<file path="src/rtl/mult_div_if.sv">
// Execute-stage connection between the register-file read ports / hazard logic
// and the iterative multiply/divide unit.
interface mult_div_if #(
    parameter int WIDTH = 32
);
    logic             start;
    logic [1:0]       op;
    logic [WIDTH-1:0] rs_data;
    logic [WIDTH-1:0] rt_data;
    logic             cancel;
    logic             hi_we;
    logic             lo_we;
    logic [WIDTH-1:0] wdata;
    logic [WIDTH-1:0] hi;
    logic [WIDTH-1:0] lo;
    logic             busy;
    logic             done;

    // Handshake: start is taken at an edge where busy=0 and cancel=0; busy then
    // stays high until the edge that writes HI/LO (done follows) or a cancel.
    modport master (
        output start, op, rs_data, rt_data, cancel, hi_we, lo_we, wdata,
        input  hi, lo, busy, done
    );

    modport slave (
        input  start, op, rs_data, rt_data, cancel, hi_we, lo_we, wdata,
        output hi, lo, busy, done
    );
endinterface

</file>
<file path="src/rtl/mult_div_unit.sv">
// Iterative MULT/MULTU/DIV/DIVU unit: shift-add multiply, restoring divide over
// magnitudes, sign fix-up in a final cycle, results held in HI/LO.
module mult_div_unit #(
    parameter int WIDTH = 32
) (
    input  logic       clk,
    input  logic       rst,
    mult_div_if.slave  bus,
    output logic [1:0] dbg_state
);
    localparam int CW = $clog2(WIDTH);
    localparam logic [CW-1:0] LAST = CW'(WIDTH - 1);

    typedef enum logic [1:0] {
        S_IDLE = 2'd0,
        S_RUN  = 2'd1,
        S_FIX  = 2'd2
    } state_t;

    state_t           state;
    logic             is_div;
    logic             sign_a;
    logic             sign_b;
    logic [WIDTH:0]   acc;
    logic [WIDTH-1:0] mq;
    logic [WIDTH-1:0] mcand;
    logic [CW-1:0]    cnt;
    logic [WIDTH-1:0] hi_q;
    logic [WIDTH-1:0] lo_q;
    logic             busy_q;
    logic             done_q;

    logic [WIDTH-1:0]   rs_mag;
    logic [WIDTH-1:0]   rt_mag;
    logic [WIDTH:0]     mul_sum;
    logic [WIDTH+1:0]   div_trial;
    logic [2*WIDTH-1:0] prod_raw;
    logic [2*WIDTH-1:0] prod_fix;
    logic [WIDTH-1:0]   quo_fix;
    logic [WIDTH-1:0]   rem_fix;

    always_comb begin
        rs_mag = (!bus.op[0] && bus.rs_data[WIDTH-1]) ? -bus.rs_data : bus.rs_data;
        rt_mag = (!bus.op[0] && bus.rt_data[WIDTH-1]) ? -bus.rt_data : bus.rt_data;
        mul_sum = {1'b0, acc[WIDTH-1:0]} + (mq[0] ? {1'b0, mcand} : {(WIDTH+1){1'b0}});
        // acc[WIDTH] is always 0 between steps, so the top bit of the trial is a clean borrow.
        div_trial = {acc, mq[WIDTH-1]} - {2'b00, mcand};
        prod_raw = {acc[WIDTH-1:0], mq};
        prod_fix = (sign_a ^ sign_b) ? -prod_raw : prod_raw;
        quo_fix  = (sign_a ^ sign_b) ? -mq : mq;
        rem_fix  = sign_a ? -acc[WIDTH-1:0] : acc[WIDTH-1:0];
    end

    always_ff @(posedge clk or negedge rst) begin
        if (!rst) begin
            state  <= S_IDLE;
            is_div <= 1'b0;
            sign_a <= 1'b0;
            sign_b <= 1'b0;
            acc    <= '0;
            mq     <= '0;
            mcand  <= '0;
            cnt    <= '0;
            hi_q   <= '0;
            lo_q   <= '0;
            busy_q <= 1'b0;
            done_q <= 1'b0;
        end else begin
            done_q <= 1'b0;
            case (state)
                S_IDLE: begin
                    if (bus.start && !bus.cancel) begin
                        state  <= S_RUN;
                        busy_q <= 1'b1;
                        is_div <= bus.op[1];
                        sign_a <= !bus.op[0] && bus.rs_data[WIDTH-1];
                        sign_b <= !bus.op[0] && bus.rt_data[WIDTH-1];
                        mq     <= rs_mag;
                        mcand  <= rt_mag;
                        acc    <= '0;
                        cnt    <= '0;
                    end else begin
                        if (bus.hi_we) hi_q <= bus.wdata;
                        if (bus.lo_we) lo_q <= bus.wdata;
                    end
                end
                S_RUN: begin
                    if (bus.cancel) begin
                        state  <= S_IDLE;
                        busy_q <= 1'b0;
                    end else begin
                        if (is_div) begin
                            acc <= div_trial[WIDTH+1] ? {acc[WIDTH-1:0], mq[WIDTH-1]}
                                                      : div_trial[WIDTH:0];
                            mq  <= {mq[WIDTH-2:0], ~div_trial[WIDTH+1]};
                        end else begin
                            acc <= {1'b0, mul_sum[WIDTH:1]};
                            mq  <= {mul_sum[0], mq[WIDTH-1:1]};
                        end
                        cnt <= cnt + 1'b1;
                        if (cnt == LAST) state <= S_FIX;
                    end
                end
                S_FIX: begin
                    state  <= S_IDLE;
                    busy_q <= 1'b0;
                    if (!bus.cancel) begin
                        done_q <= 1'b1;
                        if (is_div) begin
                            hi_q <= rem_fix;
                            lo_q <= quo_fix;
                        end else begin
                            hi_q <= prod_fix[2*WIDTH-1:WIDTH];
                            lo_q <= prod_fix[WIDTH-1:0];
                        end
                    end
                end
                default: begin
                    state  <= S_IDLE;
                    busy_q <= 1'b0;
                end
            endcase
        end
    end

    assign bus.hi    = hi_q;
    assign bus.lo    = lo_q;
    assign bus.busy  = busy_q;
    assign bus.done  = done_q;
    assign dbg_state = state;
endmodule
</file>
<file path="src/flat_wrapper.sv">
// flat-port wrapper written by rule: the top's interface ports become plain ports
module mult_div_unit_flat 
#(
    parameter int WIDTH = 32
)
  (clk, rst, dbg_state, bus_start, bus_op, bus_rs_data, bus_rt_data, bus_cancel, bus_hi_we, bus_lo_we, bus_wdata, bus_hi, bus_lo, bus_busy, bus_done);
  mult_div_if #(.WIDTH(WIDTH)) bus_i ();
  input  logic clk;
  input  logic rst;
  output logic [1:0] dbg_state;
  input wire logic [$bits(bus_i.start)-1:0] bus_start;
  input wire logic [$bits(bus_i.op)-1:0] bus_op;
  input wire logic [$bits(bus_i.rs_data)-1:0] bus_rs_data;
  input wire logic [$bits(bus_i.rt_data)-1:0] bus_rt_data;
  input wire logic [$bits(bus_i.cancel)-1:0] bus_cancel;
  input wire logic [$bits(bus_i.hi_we)-1:0] bus_hi_we;
  input wire logic [$bits(bus_i.lo_we)-1:0] bus_lo_we;
  input wire logic [$bits(bus_i.wdata)-1:0] bus_wdata;
  output wire logic [$bits(bus_i.hi)-1:0] bus_hi;
  output wire logic [$bits(bus_i.lo)-1:0] bus_lo;
  output wire logic [$bits(bus_i.busy)-1:0] bus_busy;
  output wire logic [$bits(bus_i.done)-1:0] bus_done;
  assign bus_i.start = bus_start;
  assign bus_i.op = bus_op;
  assign bus_i.rs_data = bus_rs_data;
  assign bus_i.rt_data = bus_rt_data;
  assign bus_i.cancel = bus_cancel;
  assign bus_i.hi_we = bus_hi_we;
  assign bus_i.lo_we = bus_lo_we;
  assign bus_i.wdata = bus_wdata;
  assign bus_hi = bus_i.hi;
  assign bus_lo = bus_i.lo;
  assign bus_busy = bus_i.busy;
  assign bus_done = bus_i.done;
  mult_div_unit #(.WIDTH(WIDTH)) u_core (.clk(clk), .rst(rst), .bus(bus_i), .dbg_state(dbg_state));
endmodule
</file>
<file path="config.mk">
export PLATFORM = sky130hd
export DESIGN_NAME = mult_div_unit_flat
export DESIGN_NICKNAME = d
export VERILOG_FILES = /design/src/rtl/mult_div_if.sv /design/src/rtl/mult_div_unit.sv /design/src/flat_wrapper.sv
export SDC_FILE = /design/constraint.sdc
export NUM_CORES = 1
export LEC_CHECK = 0
export ABC_CLOCK_PERIOD_IN_PS = 7250
export CORE_MARGIN = 8
export CORE_UTILIZATION = 50
export CTS_BUF_LIST = sky130_fd_sc_hd__clkbuf_8
export CTS_CLUSTER_DIAMETER = 30
export DETAILED_ROUTE_END_ITERATION = 8
export PLACE_DENSITY = 0.76
export SYNTH_ARGS = -nofsm -noshare
export SYNTH_HDL_FRONTEND = slang
export SYNTH_SLANG_ARGS = --single-unit
export TNS_END_PERCENT = 5
</file>
<file path="constraint.sdc">
create_clock -name clk -period 7.25 [get_ports clk]
set_input_delay 1.8125 -clock clk [delete_from_list [all_inputs] [get_ports clk]]
set_output_delay 1.8125 -clock clk [all_outputs]
set_load 0.01 [all_outputs]
</file>
# ---- Word level (Yosys, flattened, before mapping)
# Index checks and enable logic that the tools add are counted.
dict set report op_classes {
  muxes 37
  n_bitwise 2
  eq_ne 11
  n_reduce_logical 14
  addsub 8
}
# cell count
set ops {}
lappend ops {{32-bit 2-to-1 mux} 16}
lappend ops {{32-bit one-hot mux with 2 select lines} 3}
lappend ops {{33-bit 2-to-1 mux} 4}
lappend ops {{32-bit negation} 4}
lappend ops {{33-bit one-hot mux with 2 select lines} 1}
lappend ops {{64-bit 2-to-1 mux} 1}
lappend ops {{64-bit negation} 1}
lappend ops {{34-bit by 32-bit subtractor with 34-bit output} 1}
lappend ops {{32-bit by 33-bit adder with 33-bit output} 1}
lappend ops {{2-bit inequality test, second input constant} 6}
lappend ops {{5-bit 2-to-1 mux} 2}
lappend ops {{5-bit one-hot mux with 2 select lines} 1}
lappend ops {{4-bit AND reduction} 2}
lappend ops {{2-bit 2-to-1 mux} 3}
lappend ops {{2-bit AND reduction} 3}
lappend ops {{5-bit by 1-bit adder with 5-bit output, second input constant} 1}
lappend ops {{5-bit == test, second input constant} 1}
lappend ops {{1-bit 2-to-1 mux} 4}
lappend ops {{2-bit one-hot mux with 2 select lines} 1}
lappend ops {{2-bit nonzero test} 2}
lappend ops {{1-bit logical AND} 3}
lappend ops {{3-bit by 2-bit inequality test with 1-bit output, second input constant} 1}
lappend ops {{3-bit AND reduction} 1}
lappend ops {{2-bit by 1-bit == test with 1-bit output, second input constant} 1}
lappend ops {{7 further kinds} 8}
dict set report totals {
  in_bits 104
  word_cells 84
  ff_bits 173
  out_inout_bits 68
}

# ---- Depth between registers and ports, before layout
# Gate-level depths: netlist (run 1).
dict set report logic_depth {
  word_depth 5
  depth_mapped 16
  mapped_depth_nobuf 14
}

# ---- Least setup slack after synthesis (run 1)
# OpenSTA, ideal clock, no wires.
dict set report synth_path {
  path_kind {in2reg}
  from {input bus_rt_data[10]}
  to {register u_core.mcand[30]}
  n_path_buf 0
  stages 9
  setup_time_ps 136
  required_ps 7114
  setup_slack_ps 3216
  arrival_ps 3898
  path_cell_list {or4_1 > or3_1 > nor3_1 > nand3b_1 > nor4_1 > nand2_1 > o21ai_0 > xor2_1 > o21ai_0}
}
dict set report synth_between {
  elab_chain_cells 2
}
# element line
set synth_lines {}
lappend synth_lines {{start, declared} flat_wrapper.sv:14} ;# input wire logic [$bits(bus_i.rt_data)-1:0] bus_rt_data;
lappend synth_lines {{32-bit negation} mult_div_unit.sv:44} ;# rt_mag = (!bus.op[0] && bus.rt_data[WIDTH-1]) ? -bus.rt_data : bus.rt_data;
lappend synth_lines {{32-bit 2-to-1 mux} mult_div_unit.sv:44}
lappend synth_lines {{end signal, assigned} mult_div_unit.sv:79} ;# mcand <= rt_mag;
lappend synth_lines {{end, declared} mult_div_unit.sv:26} ;# logic [WIDTH-1:0] mcand;
# Every way passes these cells.
# A chain may end at the register's enable or synchronous reset.

# ---- Worst setup path in the final report (run 1)
dict set report layout_path {
  from {input bus_rt_data[9]}
  to {register u_core.mcand[31]}
}
# The elaborated chain is that of the path after synthesis.

==> results of run 1 <==
area by class of cell:
type | count | area [um2]
Fill cell | 2672 | 11800
Multi-Input combinational cell | 1514 | 9470
Sequential cell | 173 | 4330
Timing Repair Buffer | 187 | 1830
Tap cell | 384 | 480
Clock buffer | 18 | 248
Inverter | 65 | 244
Clock inverter | 13 | 184
critical path: stages:
cell and delay, ns:
clkdlybuf4s50_1 0.46, or4_1 0.56, or3_1 0.34, or2_2 0.32
nor3_2 0.32, nand4_1 0.21, nor3_1 0.51, o211ai_1 0.14
o21ai_0 0.09
flip-flops by register name, indices dropped and copies added, names as in the netlist, 2 cells and up:
| name | cells |
|---|---|
| u_core.acc | 33 |
| u_core.bus.hi | 32 |
| u_core.bus.lo | 32 |
| u_core.cnt | 5 |
| u_core.dbg_state | 2 |
| u_core.mcand | 32 |
| u_core.mq | 32 |
Yosys cell counts (7+ instances only):
library cell    n
a31oi_1        11
ha_1           70
inv_1          65
nor3_1         30
or3_1          24
and3_1         15
clkbuf_1       93
mux2i_1        60
nor4_1         18
nand2_1       252
a221o_1         7
o211ai_1        8
xor2_1        100
a22oi_1        21
nand2b_1       19
xnor2_1        78
buf_1          10
dfrtp_1       173
nor2b_1        16
buf_2           9
nand3_1        17
a21oi_1       121
nand4_1        14
o21ai_0       200
a211oi_1       13
o31ai_1        63
a21o_1         42
nor2_1        211
per-stage QoR:
step / setup slack [ns] / util (%) / cell area (um2) / hold slack (ns)
2_1_floorplan: 3.22 / - / 14500 / 0.450
3_3_place_gp: 2.40 / 57.3 / 16400 / 0.459
3_5_place_dp: 2.37 / 57.3 / 16400 / 0.465
4_1_cts: 2.88 / 58.8 / 16800 / 0.489
5_1_grt: 2.64 / 58.8 / 16800 / 0.505
6_report: 2.88 / 58.8 / 16800 / 0.484
metal layers:
metal	vias up	wire length [um]	part of all wire (%)	track usage, %
li1	6777	-	-	-
met3	58	3060	6.6	3.38
met2	538	21800	47	44.7
met1	6693	20400	44	35.7
met5	-	0	0	0
met4	0	978	2.1	7.11
report_power, final:
group / internal (mW) / leakage, nW / total (mW) / switching [mW]
Combinational: 1.46 / 5.06 / 3.49 / 2.03
Sequential: 1.18 / 2.18 / 1.62 / 0.439
Clock: 0.358 / 0.218 / 0.764 / 0.405
path summary, 6_finish.rpt:
check                                      start                 to  cells after the start
worst max-delay path              bus_rt_data[9]   u_core.mcand[31]                      9
worst min-delay path            u_core.mcand[16]   u_core.mcand[16]                      2
worst max register to register     u_core.acc[7]     u_core.acc[22]                     12
worst min register to register  u_core.mcand[16]   u_core.mcand[16]                      2
max in group asynchronous                    rst  u_core.bus.lo[19]                      2
min in group asynchronous                    rst   u_core.mcand[31]                      1
kinds of logic after synthesis:
logic type	share of synthesized area, %
XOR/XNOR	10.8
buffers and inverters	4.76
AO/OA/AOI/OAI	23.8
adder cells (fa/ha/maj)	6.34
flip-flops	30.0
AND/OR/NAND/NOR	20.2
multiplexers	4.23
==> impl_metrics.tcl, run 1 <==
set metrics [dict create \
    clk_pin_slew_worst_paths_ns 0.11 \
    worstSetupPathType "in -> reg" \
    hpwlAfterDp_um 35700 \
    row_count 62 \
    die_w_um 186 \
    cts_resized 0 \
    post_cts_buffers 0 \
    wl_per_cell_um 19.6 \
    status "completed" \
    placedCellCount 2323 \
    async_reset_ff_share_pct 100 \
    synth.distinct_cells 73 \
    power_leakage_nw 7.46 \
    period_minus_slack_ns 4.37 \
    hold_class "reg -> reg" \
    h-tree-depth 4 \
    drv_slew 0 \
    die_area_um2 34600 \
    die_h_um 186 \
    cellPowerDensity_nw_per_um2 350 \
    core_um2 28500 \
    yosysSeqAreaShare_pct 30.0 \
    gp_congestion 0.917 \
    synth-seq-cells 173 \
    antenna_left 0 \
    ys.warnings.count 0 \
    numPortBuffers 171 \
    grt_start_max_net_pins 77 \
    clockRootBuffer "clkbuf_8" \
    total_power_mw 5.87 \
    timing.final.crit_share_pct 60.3 \
    drive_gt1_share_pct 3.86 \
    setup_viol 0 \
    hold_violations 0 \
    mostFrequentLayoutCell "nand2_1" \
    avgSynthCellArea_um2 7.75 \
    ir_worst_vdd_v 0.000250 \
    cp-start-kind "input port" \
    grt_overflow 0 \
    cts_tree "yes" \
    max_cap_violations 0 \
    drc 0 \
    antenna_found_initial 0 \
    cts-hold-fix-buffers 0 \
    final_cell_mix "nand2_1, nor2_1, o21ai_0" \
    yosys-top-cells-area "dfrtp_1, o21ai_0, nand2_1" \
    clk_latency_ns 0.47 \
    rsz0062_at_grt "false" \
    viasPerCell 5.98 \
    grt_usage_pct 26.6 \
    end_kind "flop" \
    synth_edf_count 0 \
    syn_inst 1866 \
    synth_area_um2 14500 \
    crit_required_ns 7.65 \
    relSlewSlack_pct 16.7 \
    design.portCount 172 \
    synthToLayoutAreaGrowth_pct 16.2 \
    first_pass_iters 6 \
    yosysTopAreaCellShare_pct 30.0 \
    antennaDiodeCount 0 \
    clkSinkCount 173 \
    timing.setup.tns_ns 0 \
    yosysTopAreaCell "dfrtp_1" \
    fmax_mhz 229 \
    syn_nets 2042 \
    vias 14100 \
    r2r_setup_slack_ns 3.10 \
    path_max_fanout 6 \
    worst_pin_slew_ns 1.25 \
    drt-initial-drc-count 1466 \
    grt_pass1_vias 13600 \
    nets 2134 \
    start_util_pct 50.6 \
    clockBufferDepth 2 \
    finalNonFillerCells 2354 \
    arrival_ns 4.77 \
    wl_um 46200 \
    synth_ff_type "dfrtp_1" \
    skew_ns 0.0183 \
    grt_pass1_wl_um 74000 \
    numCtsBuffers 17 \
]
(Power assumes the default switching activity.)
==> run 2: changes to the inputs <==
--- a/config.mk
+++ b/config.mk
@@ -5,7 +5,7 @@
 export SDC_FILE = /design/constraint.sdc
 export NUM_CORES = 1
 export LEC_CHECK = 0
-export ABC_CLOCK_PERIOD_IN_PS = 7250
+export ABC_CLOCK_PERIOD_IN_PS = 4300
 export CORE_MARGIN = 8
 export CORE_UTILIZATION = 50
 export CTS_BUF_LIST = sky130_fd_sc_hd__clkbuf_8
==> constraint.sdc (replaced) <==
create_clock -name clk -period 4.3 [get_ports clk]
set_input_delay 1.075 -clock clk [delete_from_list [all_inputs] [get_ports clk]]
set_output_delay 1.075 -clock clk [all_outputs]
set_load 0.01 [all_outputs]
==> impl_metrics.tcl, run 2 (synthesis gave the netlist of run 1 again) <==
set metrics [dict create \
    die_w_um 186 \
    drive_gt1_share_pct 5.07 \
    wl_um 46300 \
    fmax_mhz 271 \
    total_power_mw 9.90 \
    critPathBufInv 3 \
    vias 14300 \
    final_cell_mix "nand2_1, nor2_1, o21ai_0" \
    die_h_um 186 \
    use_met3_pct 3.81 \
    r2r-end "u_core.acc[29]" \
    arrival_ns 4.07 \
    ir_worst_vdd_v 0.000398 \
    fill_cells 2639 \
    holdPathStages 2 \
    internal_power_mw 4.98 \
    hold-path-endpoint "u_core.bus.lo[21]" \
    clockBufferDepth 2 \
    power_leakage_nw 7.57 \
    crit_family "compound AO/OA/AOI/OAI gates" \
    timing.setup.tns_ns 0 \
    drv_slew 0 \
    relSlewSlack_pct 35.7 \
    met2_usage_pct 44.2 \
    core_um2 28500 \
    rr_startpoint "u_core.mq[0]" \
    antenna_left 0 \
    largest_register "u_core.acc" \
    grt_overflow 0 \
    viasPerCell 6.01 \
    worst_pin_slew_ns 0.965 \
    cts_resized 0 \
    path_max_fanout 24 \
    period_minus_slack_ns 3.70 \
    first_pass_iters 6 \
    cellPowerDensity_nw_per_um2 584 \
    cp-startpoint "u_core.mq[0]" \
    hold_violations 0 \
    timing.final.crit_share_pct 85.9 \
    critPathMaxStageDelay_ns 0.38 \
    grt_pass1_vias 13700 \
    numPortBuffers 171 \
    cp_common_cell "a21oi_1" \
    design.portCount 172 \
    largest_register_ffs 33 \
    grt_pass1_wl_um 74000 \
    antenna_found_initial 1 \
    critPathSlowestCell "dfrtp_1" \
    end_kind "flop" \
    numCtsBuffers 17 \
    grt_usage_pct 26.7 \
    clkSinkCount 173 \
    clk_pin_slew_worst_paths_ns 0.12 \
    clockRootBuffer "clkbuf_8" \
    rsz0062_at_grt "false" \
    cp-start-kind "flop" \
    use_met1_pct 35.5 \
    antennaDiodeCount 0 \
    multi_input_area_um2 9470 \
    seq_area_um2 4330 \
    p_switching_mw 4.92 \
    start_util_pct 50.6 \
    cts_tree "yes" \
    gp_congestion 0.961 \
    r2r_setup_slack_ns 0.60 \
    crit_required_ns 4.68 \
    power_frac_clock_pct 11.8 \
    top_usage_layer "met2" \
    grt_start_max_net_pins 100 \
    combPwrFrac_pct 61.5 \
    swShare_pct 49.7 \
    post_cts_buffers 0 \
    clk_latency_ns 0.49 \
    mostFrequentLayoutCell "nand2_1" \
    synthToLayoutAreaGrowth_pct 17.3 \
    drc 0 \
    crit_chain "inv_1 -> buf_4 -> nor2_1 -> ha_1 -> a21oi_1 -> o21ai_0 -> a21oi_1 -> o21ai_0 -> buf_4 -> a21oi_1 -> a21oi_1 -> a21o_1 -> a211o_1 -> a32oi_1 -> o21ai_0" \
    worstSetupPathType "reg -> reg" \
    hold_class "reg -> reg" \
    reg2reg_depth 15 \
    wl_per_cell_um 19.5 \
    nets 2157 \
    skew_ns 0.0252 \
    hpwlAfterDp_um 36100 \
    p_seq_share_pct 26.7 \
    max_cap_violations 0 \
    hold_path_startpoint "u_core.bus.lo[21]" \
    die_area_um2 34600 \
    cts-hold-fix-buffers 0 \
    drt-initial-drc-count 1508 \
    status "completed" \
    setup_viol 0 \
    h-tree-depth 4 \
    row_count 62 \
]
run 2: how the worst max path moves through the flow:
| stage | end | slack, ns | depth (start not counted) |
|---|---|---|---|
| floorplan | u_core.acc[30] | 0.97 | 14 |
| global placement | u_core.mcand[28] | 0.34 | 10 |
| detailed placement | u_core.mcand[30] | 0.32 | 10 |
| CTS | u_core.acc[32] | 0.58 | 15 |
| global route | u_core.acc[32] | 0.32 | 15 |
| finish | u_core.acc[29] | 0.60 | 15 |
run 2: stage by stage:
stage	hold slack (ns)	setup WS [ns]	util [%]	instance area, um2	std cells
3_5_place_dp	0.466	0.324	58.0	16600	2346
5_1_grt	0.509	0.324	59.4	17000	2378
6_report	0.486	0.604	59.4	17000	2378
2_1_floorplan	0.450	0.975	-	14500	1866
3_3_place_gp	0.460	0.343	58.0	16600	2346
4_1_cts	0.489	0.575	59.4	17000	2378
run 2: layer usage:
layer  vias to the layer above  wire [um]
li1                       6818          -
met1                      6747      20000
met2                       644      21300
met3                        71       3810
met4                         0       1240
met5                         -          0
run 2: layout make-up:
type	count	share of cell area (%)
tap	384	2.83
timing repair buffer	210	12.1
sequential	173	25.5
inverter	65	1.44
clock buffer	17	1.38
clock inverter	15	0.908
multi-input combinational	1514	55.8
run 2: power groups by stage:
| stage | logic [mW] | registers (mW) | clock network (mW) |
|---|---|---|---|
| after detailed placement | 5.98 | 2.65 | 0 |
| after global routing | 6.67 | 2.69 | 1.25 |
| after floorplan | 4.33 | 2.39 | 0 |
| final | 6.09 | 2.64 | 1.16 |
| after global placement | 5.92 | 2.63 | 0 |
| after CTS | 6.02 | 2.61 | 1.17 |
run 2: worst register-to-register path, stage by stage (launching register included):
cell     delay [ns]
dfrtp_1        0.38
inv_1          0.29
buf_4          0.36
nor2_1         0.11
ha_1           0.38
a21oi_1        0.20
o21ai_0        0.12
a21oi_1        0.18
o21ai_0        0.14
buf_4          0.19
a21oi_1        0.29
a21oi_1        0.20
a21o_1         0.21
a211o_1        0.29
a32oi_1        0.18
o21ai_0        0.10
==> run 3: changes to the inputs <==
--- a/config.mk
+++ b/config.mk
@@ -9,7 +9,6 @@
 export CORE_MARGIN = 8
 export CORE_UTILIZATION = 50
 export CTS_BUF_LIST = sky130_fd_sc_hd__clkbuf_8
-export CTS_CLUSTER_DIAMETER = 30
 export DETAILED_ROUTE_END_ITERATION = 8
 export PLACE_DENSITY = 0.76
 export SYNTH_ARGS = -nofsm -noshare
==> results of run 3 <==
The final DEF is identical to that of run 2; final timing and power are the same.
